[src/rtl/isp_pkg.sv]
// Shared definitions for the ISP frame-buffer read/write controllers.
//   rd_state_t     : read-controller FSM states
//   BYTES_PER_WORD : byte stride between consecutive pixel words
//   ISP_ADDR_W/ISP_DATA_W : default address / pixel-word widths
package isp_pkg;

  localparam int ISP_ADDR_W     = 32;
  localparam int ISP_DATA_W     = 32;
  localparam int BYTES_PER_WORD = 4;

  typedef enum logic [1:0] {
    IDLE  = 2'd0,
    READ  = 2'd1,
    DRAIN = 2'd2,
    DONE  = 2'd3
  } rd_state_t;

endpackage

[src/rtl/isp_skid_fifo.sv]
// Two-entry show-ahead FIFO: the oldest word is always visible on head.
// Ports:
//   clk, reset_n       : clock, async active-low reset
//   push, push_data    : write one word at the end of the cycle
//   pop                : discard the head word at the end of the cycle
//   head               : oldest stored word (0 after reset)
//   count, empty, full : occupancy (0..2)
module isp_skid_fifo
  import isp_pkg::*;
#(
  parameter int DATA_W = ISP_DATA_W
) (
  input  logic              clk,
  input  logic              reset_n,
  input  logic              push,
  input  logic [DATA_W-1:0] push_data,
  input  logic              pop,
  output logic [DATA_W-1:0] head,
  output logic [1:0]        count,
  output logic              empty,
  output logic              full
);

  logic [DATA_W-1:0] mem [2];
  logic              wr_ptr;
  logic              rd_ptr;
  logic              push_ok;
  logic              pop_ok;

  assign empty   = (count == 2'd0);
  assign full    = (count == 2'd2);
  assign push_ok = push & ~full;
  assign pop_ok  = pop & ~empty;
  assign head    = mem[rd_ptr];

  // Storage is cleared on reset so the visible head reads 0 out of reset.
  always_ff @(posedge clk or negedge reset_n) begin
    if (!reset_n) begin
      mem[0] <= '0;
      mem[1] <= '0;
      wr_ptr <= 1'b0;
      rd_ptr <= 1'b0;
      count  <= 2'd0;
    end else begin
      if (push_ok) begin
        mem[wr_ptr] <= push_data;
        wr_ptr      <= ~wr_ptr;
      end
      if (pop_ok) begin
        rd_ptr <= ~rd_ptr;
      end
      case ({push_ok, pop_ok})
        2'b10:   count <= count + 2'd1;
        2'b01:   count <= count - 2'd1;
        default: count <= count;
      endcase
    end
  end

endmodule

[src/rtl/isp_frame_reader.sv]
// Frame-buffer read controller. On an accepted start pulse it reads
// FRAME_WORDS consecutive 32-bit words starting at a word-aligned base
// address and streams them out on a valid/ready pixel interface.
// Ports:
//   clk, reset_n            : clock, async active-low reset
//   start_frame             : one-cycle start pulse (ignored unless idle)
//   frame_buffer_base_adr   : byte base address, latched on accepted start
//   read_enable/read_address: RAM read request (1-cycle read latency)
//   mem_rdata               : RAM read data, valid the cycle after a request
//   pixel_data/valid/ready  : output stream handshake
//   pixel_sof/pixel_eof     : first / last word of the frame
//   busy                    : frame in progress (including the done cycle)
//   done                    : one-cycle pulse after the last word handshakes
module isp_frame_reader
  import isp_pkg::*;
#(
  parameter int ADDR_W      = ISP_ADDR_W,
  parameter int DATA_W      = ISP_DATA_W,
  parameter int FRAME_WORDS = 4800,
  parameter int CNT_W       = $clog2(FRAME_WORDS + 1)
) (
  input  logic              clk,
  input  logic              reset_n,
  input  logic              start_frame,
  input  logic [ADDR_W-1:0] frame_buffer_base_adr,
  output logic              read_enable,
  output logic [ADDR_W-1:0] read_address,
  input  logic [DATA_W-1:0] mem_rdata,
  output logic [DATA_W-1:0] pixel_data,
  output logic              pixel_valid,
  input  logic              pixel_ready,
  output logic              pixel_sof,
  output logic              pixel_eof,
  output logic              busy,
  output logic              done
);

  localparam logic [CNT_W-1:0]  LAST_IDX   = CNT_W'(FRAME_WORDS - 1);
  localparam logic [ADDR_W-1:0] ALIGN_MASK = ~ADDR_W'(BYTES_PER_WORD - 1);

  rd_state_t         state;
  logic [ADDR_W-1:0] base_q;
  logic [CNT_W-1:0]  rd_cnt;
  logic [CNT_W-1:0]  out_cnt;
  logic              rd_issue_p0;
  logic              vld_p1;
  logic              pop;
  logic [1:0]        fifo_count;
  logic              fifo_empty;
  logic              fifo_full;
  logic [2:0]        credit_used;
  logic [2:0]        credit_cap;

  // Stage p0: read issue. Words already buffered or in flight count against
  // the two FIFO slots; a pop this cycle frees one, so a new read may go out
  // alongside it and the stream sustains one word per cycle.
  assign pop         = pixel_valid & pixel_ready;
  assign credit_used = {1'b0, fifo_count} + {2'b00, vld_p1};
  assign credit_cap  = 3'd2 + {2'b00, pop};
  assign rd_issue_p0 = (state == READ) && (credit_used < credit_cap);

  assign read_enable  = rd_issue_p0;
  assign read_address = base_q + ADDR_W'(rd_cnt) * ADDR_W'(BYTES_PER_WORD);

  assign busy = (state != IDLE);
  assign done = (state == DONE);

  always_ff @(posedge clk or negedge reset_n) begin
    if (!reset_n) begin
      state   <= IDLE;
      base_q  <= '0;
      rd_cnt  <= '0;
      out_cnt <= '0;
      vld_p1  <= 1'b0;
    end else begin
      vld_p1 <= rd_issue_p0;
      if (pop) begin
        out_cnt <= out_cnt + CNT_W'(1);
      end
      case (state)
        IDLE: begin
          if (start_frame) begin
            base_q  <= frame_buffer_base_adr & ALIGN_MASK;
            rd_cnt  <= '0;
            out_cnt <= '0;
            state   <= READ;
          end
        end
        READ: begin
          if (rd_issue_p0) begin
            rd_cnt <= rd_cnt + CNT_W'(1);
            if (rd_cnt == LAST_IDX) begin
              state <= DRAIN;
            end
          end
        end
        DRAIN: begin
          if (pop && (out_cnt == LAST_IDX)) begin
            state <= DONE;
          end
        end
        DONE:    state <= IDLE;
        default: state <= IDLE;
      endcase
    end
  end

  // Stage p1 -> p2: returning RAM word is captured into the output FIFO.
  // A reset clears vld_p1, so data from a read issued before it is dropped.
  isp_skid_fifo #(
    .DATA_W (DATA_W)
  ) u_fifo (
    .clk       (clk),
    .reset_n   (reset_n),
    .push      (vld_p1),
    .push_data (mem_rdata),
    .pop       (pop),
    .head      (pixel_data),
    .count     (fifo_count),
    .empty     (fifo_empty),
    .full      (fifo_full)
  );

  // Stage p2: output stream.
  assign pixel_valid = ~fifo_empty;
  assign pixel_sof   = pixel_valid & (out_cnt == '0);
  assign pixel_eof   = pixel_valid & (out_cnt == LAST_IDX);

  a_no_overflow: assert property (@(posedge clk) disable iff (!reset_n)
                                  !(vld_p1 && fifo_full));

endmodule

[config.mk]
export PLATFORM = sky130hd
export DESIGN_NAME = isp_frame_reader
export DESIGN_NICKNAME = d
export VERILOG_FILES = /design/src/rtl/isp_pkg.sv /design/src/rtl/isp_skid_fifo.sv /design/src/rtl/isp_frame_reader.sv
export SDC_FILE = /design/constraint.sdc
export NUM_CORES = 1
export LEC_CHECK = 0
export ABC_AREA = 0
export CORE_ASPECT_RATIO = 1.75
export CORE_MARGIN = 4
export CORE_UTILIZATION = 56
export DETAILED_ROUTE_END_ITERATION = 10
export HOLD_SLACK_MARGIN = 0.03
export PLACE_DENSITY = 0.83
export REMOVE_ABC_BUFFERS = 1
export SLEW_MARGIN = 20
export SYNTH_ARGS = -nofsm -noshare
export SYNTH_HDL_FRONTEND = slang
export SYNTH_SLANG_ARGS = --single-unit
export TNS_END_PERCENT = 100
[constraint.sdc]
create_clock -name clk -period 7.2 [get_ports clk]
set_input_delay 1.44 -clock clk [delete_from_list [all_inputs] [get_ports clk]]
set_output_delay 1.44 -clock clk [all_outputs]
set_load 0.005 [all_outputs]
==> results of run 1 <==
==> flip-flops by register name, indices dropped and copies added (netlist names) <==
name           count
rd_cnt            13
base_q            30
u_fifo.count       2
u_fifo.rd_ptr      1
state              2
u_fifo.wr_ptr      1
out_cnt           13
vld_p1             1
u_fifo.mem        64
==> cells in the mapped netlist (3+ instances only) <==
library cell and count:
dfrtp_1 127, mux2_2 122, nand2_1 32, o21ai_0 27
xor2_1 27, ha_1 24, nor2_1 23, a21oi_1 21
inv_1 18, xnor2_1 16, nand3_1 13, clkbuf_1 12
nand4_1 12, buf_2 9, nor3_1 9, a21o_1 7
nor2b_1 6, a21boi_0 5, and4_1 5, o31ai_1 5
a211oi_1 4, and2_1 4, a31oi_1 3, o21ai_2 3
or3_1 3
==> layer usage <==
metal  GRT usage (%)  vias to the layer above
met2            41.1                      177
met1            23.8                     2502
met5               0                        -
met3            7.41                       38
met4            10.1                        0
li1                -                     2320
==> cells by family (layout without fill, tap and decap cells) <==
| logic type | after synthesis | count (layout) |
|---|---|---|
| mux | 123 | 123 |
| compound gates | 89 | 89 |
| other cells | 1 | 2 |
| buf+inv | 41 | 187 |
| fa+ha+maj | 25 | 25 |
| xor+xnor | 43 | 43 |
| simple gates | 124 | 124 |
| flops | 127 | 127 |
==> where the power goes <==
part           internal (mW)  switching [mW]
clock                  0.497           0.346
combinational           1.01           0.655
sequential              1.02           0.214
total                   2.53            1.21
==> per-stage QoR <==
| stage | setup WS [ns] | instances |
|---|---|---|
| floorplan | 3.70 | 551 |
| global placement | 2.74 | 823 |
| detailed placement | 2.70 | 823 |
| CTS | 2.29 | 855 |
| global route | 2.02 | 855 |
| finish | 2.31 | 855 |
==> layout make-up <==
cell class,count,share of cell area [%]
Sequential cell,127,36.6
Timing Repair Buffer,137,15.7
Clock inverter,14,1.69
Inverter,18,0.779
Tap cell,135,1.95
Multi-Input combinational cell,406,38.2
Clock buffer,18,5.06
==> worst max-delay path, stage by stage, from the launching register on <==
cell and delay [ns]:
dfrtp_1 0.43, ha_1 0.19, inv_1 0.06, fa_1 0.41, nor2b_1 0.19, o2111ai_1 0.16
a21oi_1 0.35, o211ai_1 0.27, a21boi_0 0.29, xor2_1 0.17, clkdlybuf4s50_1 0.53
==> how the worst min path moves through the flow <==
stage / start / endpoint / slack [ns] / cells past startpoint
after floorplan: u_fifo.wr_ptr / u_fifo.wr_ptr / 0.47 / 1
after global placement: u_fifo.mem[2] / u_fifo.mem[2] / 0.48 / 1
after detailed placement: u_fifo.mem[3] / u_fifo.mem[3] / 0.49 / 1
after CTS: u_fifo.mem[9] / u_fifo.mem[9] / 0.51 / 1
after global routing: u_fifo.mem[27] / u_fifo.mem[27] / 0.52 / 1
final: u_fifo.mem[24] / u_fifo.mem[24] / 0.50 / 1
==> cell usage in the layout (no fill, tap or decap), types with 13 or more instances in the layout <==
master	instances
nand2_1	32
o21ai_0	26
xor2_1	27
inv_1	18
nor2_1	22
clkdlybuf4s50_1	132
mux2_2	122
xnor2_1	16
clkbuf_16	17
dfrtp_1	127
ha_1	24
nand3_1	13
a21oi_1	21
==> results.py, run 1 <==
metrics = {
    "synthesis": {
        "yosys.area_share.simple_pct": 9.75,
        "synth.largest_area_cell": "dfrtp_1",
        "synth_largest_type_area_fraction_pct": 47.7,
        "async_reset_ff_share_pct": 100,
        "synth_area_leaders": "dfrtp_1 48%, mux2_2 21%, ha_1 4.5%",
        "yosysSeqAreaShare_pct": 47.7,
        "synth-xor-area-share_pct": 5.66,
        "ys_ff_latch": 127,
        "synth.distinct_cells": 52,
        "syn-mean-instance-area_um2": 11.6,
        "syn_area_um2": 6660,
        "synth_top_family_by_area": "multiplexers",
        "synth_fa_ha_area_share_pct": 4.81,
        "synth-edff-count": 0,
        "syn_inst": 573,
        "synth-compound-area-share_pct": 8.61,
        "synthMuxAreaShare_pct": 20.8,
        "yosys_warnings": 0,
        "synthFlopType": "dfrtp_1",
    },
    "route": {
        "drt_iter0_drc": 229,
        "wl_met1_um": 5720,
        "drtAntennaViolNets": 0,
        "drc": 0,
        "dr.pass1.iters": 4,
        "post_drt_wl_per_cell_um": 17.8,
        "viasPerCell": 5.89,
        "highest-signal-layer": "met4",
        "wl_met2_um": 8070,
        "wl_um": 15300,
        "vias": 5037,
        "wl_met3_um": 1050,
    },
    "place": {
        "portBuffers": 133,
        "place.gp.congestion": 0.894,
        "dpl.hpwl_um": 10700,
        "placed_cell_area_um2": 8090,
    },
    "timing": {
        "fin_crit_ns": 4.89,
        "finalClockSkew_ns": 0.00542,
        "finalSetupViolations": 0,
        "max_slew_margin_pct": 32.3,
        "hold_viol": 0,
        "fmax_ghz": 0.205,
        "worstMarginPinSlew_ns": 1.02,
        "rsz0062_at_grt": "false",
        "finalCritPeriodShare_pct": 67.8,
        "slew_violations": 0,
        "setup_tns_ns": 0,
        "whs_ns": 0.500,
    },
    "worst_setup_path": {
        "start_kind": "register",
        "setup.worst_path.end": "read_address[20]",
        "critPathArrivalTime_ns": 3.45,
        "crit_fanout": 6,
        "reg2regPathDepth": 7,
        "required_ns": 5.76,
        "crit_path_start": "rd_cnt[0]",
        "worst_r2r_startpoint": "u_fifo.count[0]",
        "r2r-end": "rd_cnt[5]",
        "timing.reg2reg.setup_slack_ns": 4.88,
        "end_kind": "primary output",
        "criticalPathCategory": "reg2out",
    },
    "global_routing": {
        "antenna_found_initial": 0,
        "grt_pass1_vias": 5462,
        "grt_pass1_wl_um": 25800,
        "gr-total-overflow": 0,
        "globalRouteTotalUtil_pct": 22.8,
        "grt_max_degree": 82,
    },
    "clock_network": {
        "cts-resized-gates": 0,
        "cts_max_level": 4,
        "numClockSinks": 127,
        "cts_setup_buffers": 0,
        "cts_tree": "built",
        "numCtsBuffers": 17,
        "hold_buffers": 0,
        "insertion_delay_ns": 0.41,
        "clk_pin_slew_ns": 0.06,
        "root_buffer": "clkbuf_16",
        "cts_max_path_buffers": 2,
    },
    "power_and_ir_drop": {
        "finalPower_mw": 3.75,
        "leakagePower_nw": 3.69,
        "ir_drop_uv": 283,
        "p_per_area_nw_per_um2": 432,
    },
    "job": {
        "maxCapViolations": 0,
    },
    "finish": {
        "multiInputGateArea_um2": 3320,
        "area_growth_pct": 30.3,
        "finalNetCount": 800,
        "drive_gt1_share_pct": 23.6,
        "final_util_pct": 74.9,
        "final_cell_area_um2": 8680,
        "fill_cells": 759,
        "n_antenna_cell": 0,
        "area.sequential_um2": 3180,
    },
    "die": {
        "core_um2": 11600,
        "initial_core_util_pct": 57.5,
        "rows": 52,
        "die_y_um": 152,
        "die_area_um2": 13800,
        "pin_count": 138,
        "die_x_um": 90.4,
    },
    "worst_hold_path": {
        "hold_path_class": "reg2reg",
    },
    "outcome": {
        "status": "finished, final reports clean",
    },
}
Power figures use the tool's default switching activity.
==> run 2, diff against run 1 <==
--- a/config.mk
+++ b/config.mk
@@ -8,10 +8,10 @@
 export ABC_AREA = 0
 export CORE_ASPECT_RATIO = 1.75
 export CORE_MARGIN = 4
-export CORE_UTILIZATION = 56
+export CORE_UTILIZATION = 47
 export DETAILED_ROUTE_END_ITERATION = 10
 export HOLD_SLACK_MARGIN = 0.03
-export PLACE_DENSITY = 0.83
+export PLACE_DENSITY = 0.74
 export REMOVE_ABC_BUFFERS = 1
 export SLEW_MARGIN = 20
 export SYNTH_ARGS = -nofsm -noshare
==> constraint.sdc (replaced) <==
create_clock -name clk -period 4.3 [get_ports clk]
set_input_delay 0.86 -clock clk [delete_from_list [all_inputs] [get_ports clk]]
set_output_delay 0.86 -clock clk [all_outputs]
set_load 0.005 [all_outputs]
==> run 2 against run 1 <==
Compared with the run above: hold slack barely moved; critical path type unchanged; clock skew rose by 0.0066 ns; die area rose by 18%; combinational power up 68%; largest power group unchanged; largest cell class unchanged; count of clock-buffer cells in the layout fell by 1; power up 66%.
==> results.py, run 2 (synthesis results as in run 1) <==
metrics = {
    "timing": {
        "fmax_ghz": 0.243,
        "slew_violations": 0,
        "hold_viol": 0,
        "max_slew_margin_pct": 30.6,
        "finalSetupViolations": 0,
        "finalClockSkew_ns": 0.0121,
        "rsz0062_at_grt": "false",
        "finalCritPeriodShare_pct": 95.7,
        "worstMarginPinSlew_ns": 1.04,
        "fin_crit_ns": 4.11,
        "setup_tns_ns": 0,
    },
    "clock_network": {
        "cts_max_level": 4,
        "cts_max_path_buffers": 2,
        "insertion_delay_ns": 0.42,
        "cts_tree": "built",
        "clk_pin_slew_ns": 0.06,
        "numClockSinks": 127,
        "numCtsBuffers": 17,
        "root_buffer": "clkbuf_16",
    },
    "die": {
        "core_um2": 13900,
        "rows": 57,
        "initial_core_util_pct": 47.9,
        "die_x_um": 98.0,
        "die_area_um2": 16200,
        "die_y_um": 165,
        "pin_count": 138,
    },
    "finish": {
        "n_antenna_cell": 0,
        "fill_cells": 1153,
        "area.sequential_um2": 3180,
        "multiInputGateArea_um2": 3330,
        "largest-register": "u_fifo.mem",
        "area_growth_pct": 31.4,
        "final_cell_mix": "132 x clkdlybuf4s50_1, 126 x dfrtp_1, 122 x mux2_2",
        "stdcell_count": 900,
        "largest_reg_flops": 64,
        "largestRegisters": "u_fifo.mem (64), base_q (30)",
        "drive_gt1_share_pct": 24.5,
        "finalNetCount": 803,
        "layout_commonest_cell": "clkdlybuf4s50_1",
    },
    "place": {
        "dpl.hpwl_um": 11000,
        "place.gp.congestion": 0.839,
        "portBuffers": 133,
        "dpl.cell_count": 867,
    },
    "worst_hold_path": {
        "hold_path_class": "reg2reg",
        "hold_path_end": "u_fifo.mem[0]",
        "hold_depth": 1,
        "hp-start": "u_fifo.mem[0]",
    },
    "worst_setup_path": {
        "cp_slowest_cell": "o211ai_1",
        "cpPeakStageDelay_ns": 0.53,
        "timing.critical_path.buf_inv": 1,
        "crit_fanout": 6,
        "crit_path_start": "rd_cnt[4]",
        "critPathArrivalTime_ns": 3.25,
        "worst_r2r_startpoint": "state[0]",
        "criticalPathCategory": "reg2out",
        "cpMostUsedCell": "a21oi_1",
        "cp_top_family": "compound AO/OA/AOI/OAI gates",
        "r2r-end": "base_q[31]",
        "start_kind": "register",
        "cp_cell_sequence": "ha_1 > a21o_1 > a21oi_1 > a21oi_2 > o211ai_1 > a21oi_1 > xor2_1 > clkdlybuf4s50_1",
        "end_kind": "primary output",
        "required_ns": 3.44,
        "reg2regPathDepth": 4,
        "timing.reg2reg.setup_slack_ns": 2.12,
    },
    "global_routing": {
        "antenna_found_initial": 0,
        "gr-total-overflow": 0,
        "grt_pass1_vias": 5319,
        "grt_pass1_wl_um": 25600,
        "globalRouteTotalUtil_pct": 19.7,
        "grt_max_degree": 75,
    },
    "power_and_ir_drop": {
        "clkPwrFrac_pct": 22.2,
        "p_switching_mw": 2.04,
        "finalPower_mw": 6.24,
        "p_comb_share_pct": 44.9,
        "power_frac_seq_pct": 32.9,
        "leakagePower_nw": 3.71,
        "p_per_area_nw_per_um2": 713,
        "switching_share_pct": 32.7,
        "cell_internal_pwr_mw": 4.20,
        "ir_drop_uv": 431,
    },
    "route": {
        "drc": 0,
        "wl_um": 15200,
        "vias": 4858,
        "drt_iter0_drc": 173,
        "dr.pass1.iters": 4,
        "drtAntennaViolNets": 0,
        "post_drt_wl_per_cell_um": 16.9,
        "viasPerCell": 5.40,
    },
    "outcome": {
        "status": "finished, final reports clean",
    },
    "job": {
        "maxCapViolations": 0,
    },
}
-- run 2: how the worst max path moves through the flow --
stage	endpoint	slack (ns)	cells past startpoint
global route	read_address[23]	0.03	8
CTS	read_address[20]	0.05	10
floorplan	read_address[20]	1.38	9
global placement	read_address[20]	0.48	10
finish	read_address[22]	0.19	8
detailed placement	read_address[20]	0.42	10
-- run 2: layout make-up --
| cell class | instances | area share, % |
|---|---|---|
| inverter | 18 | 0.772 |
| multi-input combinational | 406 | 38.1 |
| clock buffer | 17 | 4.86 |
| tap | 177 | 2.53 |
| timing repair buffer | 140 | 15.8 |
| clock inverter | 15 | 1.62 |
| sequential | 127 | 36.3 |
-- run 2: power groups by stage --
stage	Combinational [mW]	Sequential (mW)	Clock, mW
final	2.80	2.05	1.38
after global routing	3.08	2.13	1.48
after CTS	2.84	2.06	1.42
after detailed placement	2.81	2.08	0
after global placement	2.74	2.04	0
after floorplan	1.52	2.01	0
-- run 2: timing repair --
| item | 4_1_cts | 5_1_grt |
|---|---|---|
| hold buffers | 0 | 0 |
| endpoints found under the setup margin | 2 | 6 |
| pin swaps | 0 | 3 |
| buffers inserted | 0 | 1 |
| endpoints found under the hold margin | 0 | 0 |
| gates resized for setup | 1 | 6 |
-- run 2: per-stage QoR --
stage               utilization [%]  worst slack, ns  hold WS [ns]  instance area (um2)
floorplan                         -             1.38         0.468                 6560
global placement               58.7            0.484         0.481                 8160
detailed placement             58.7            0.419         0.491                 8160
CTS                            62.8           0.0474         0.502                 8730
global route                   62.9           0.0308         0.512                 8750
finish                         62.9            0.186         0.499                 8750
-- run 2: metal layers --
layer	global-route usage, %	share of wire (%)
met1	19.9	38
met2	37.0	54
met3	6.98	7.2
met4	6.81	1.1
met5	0	0
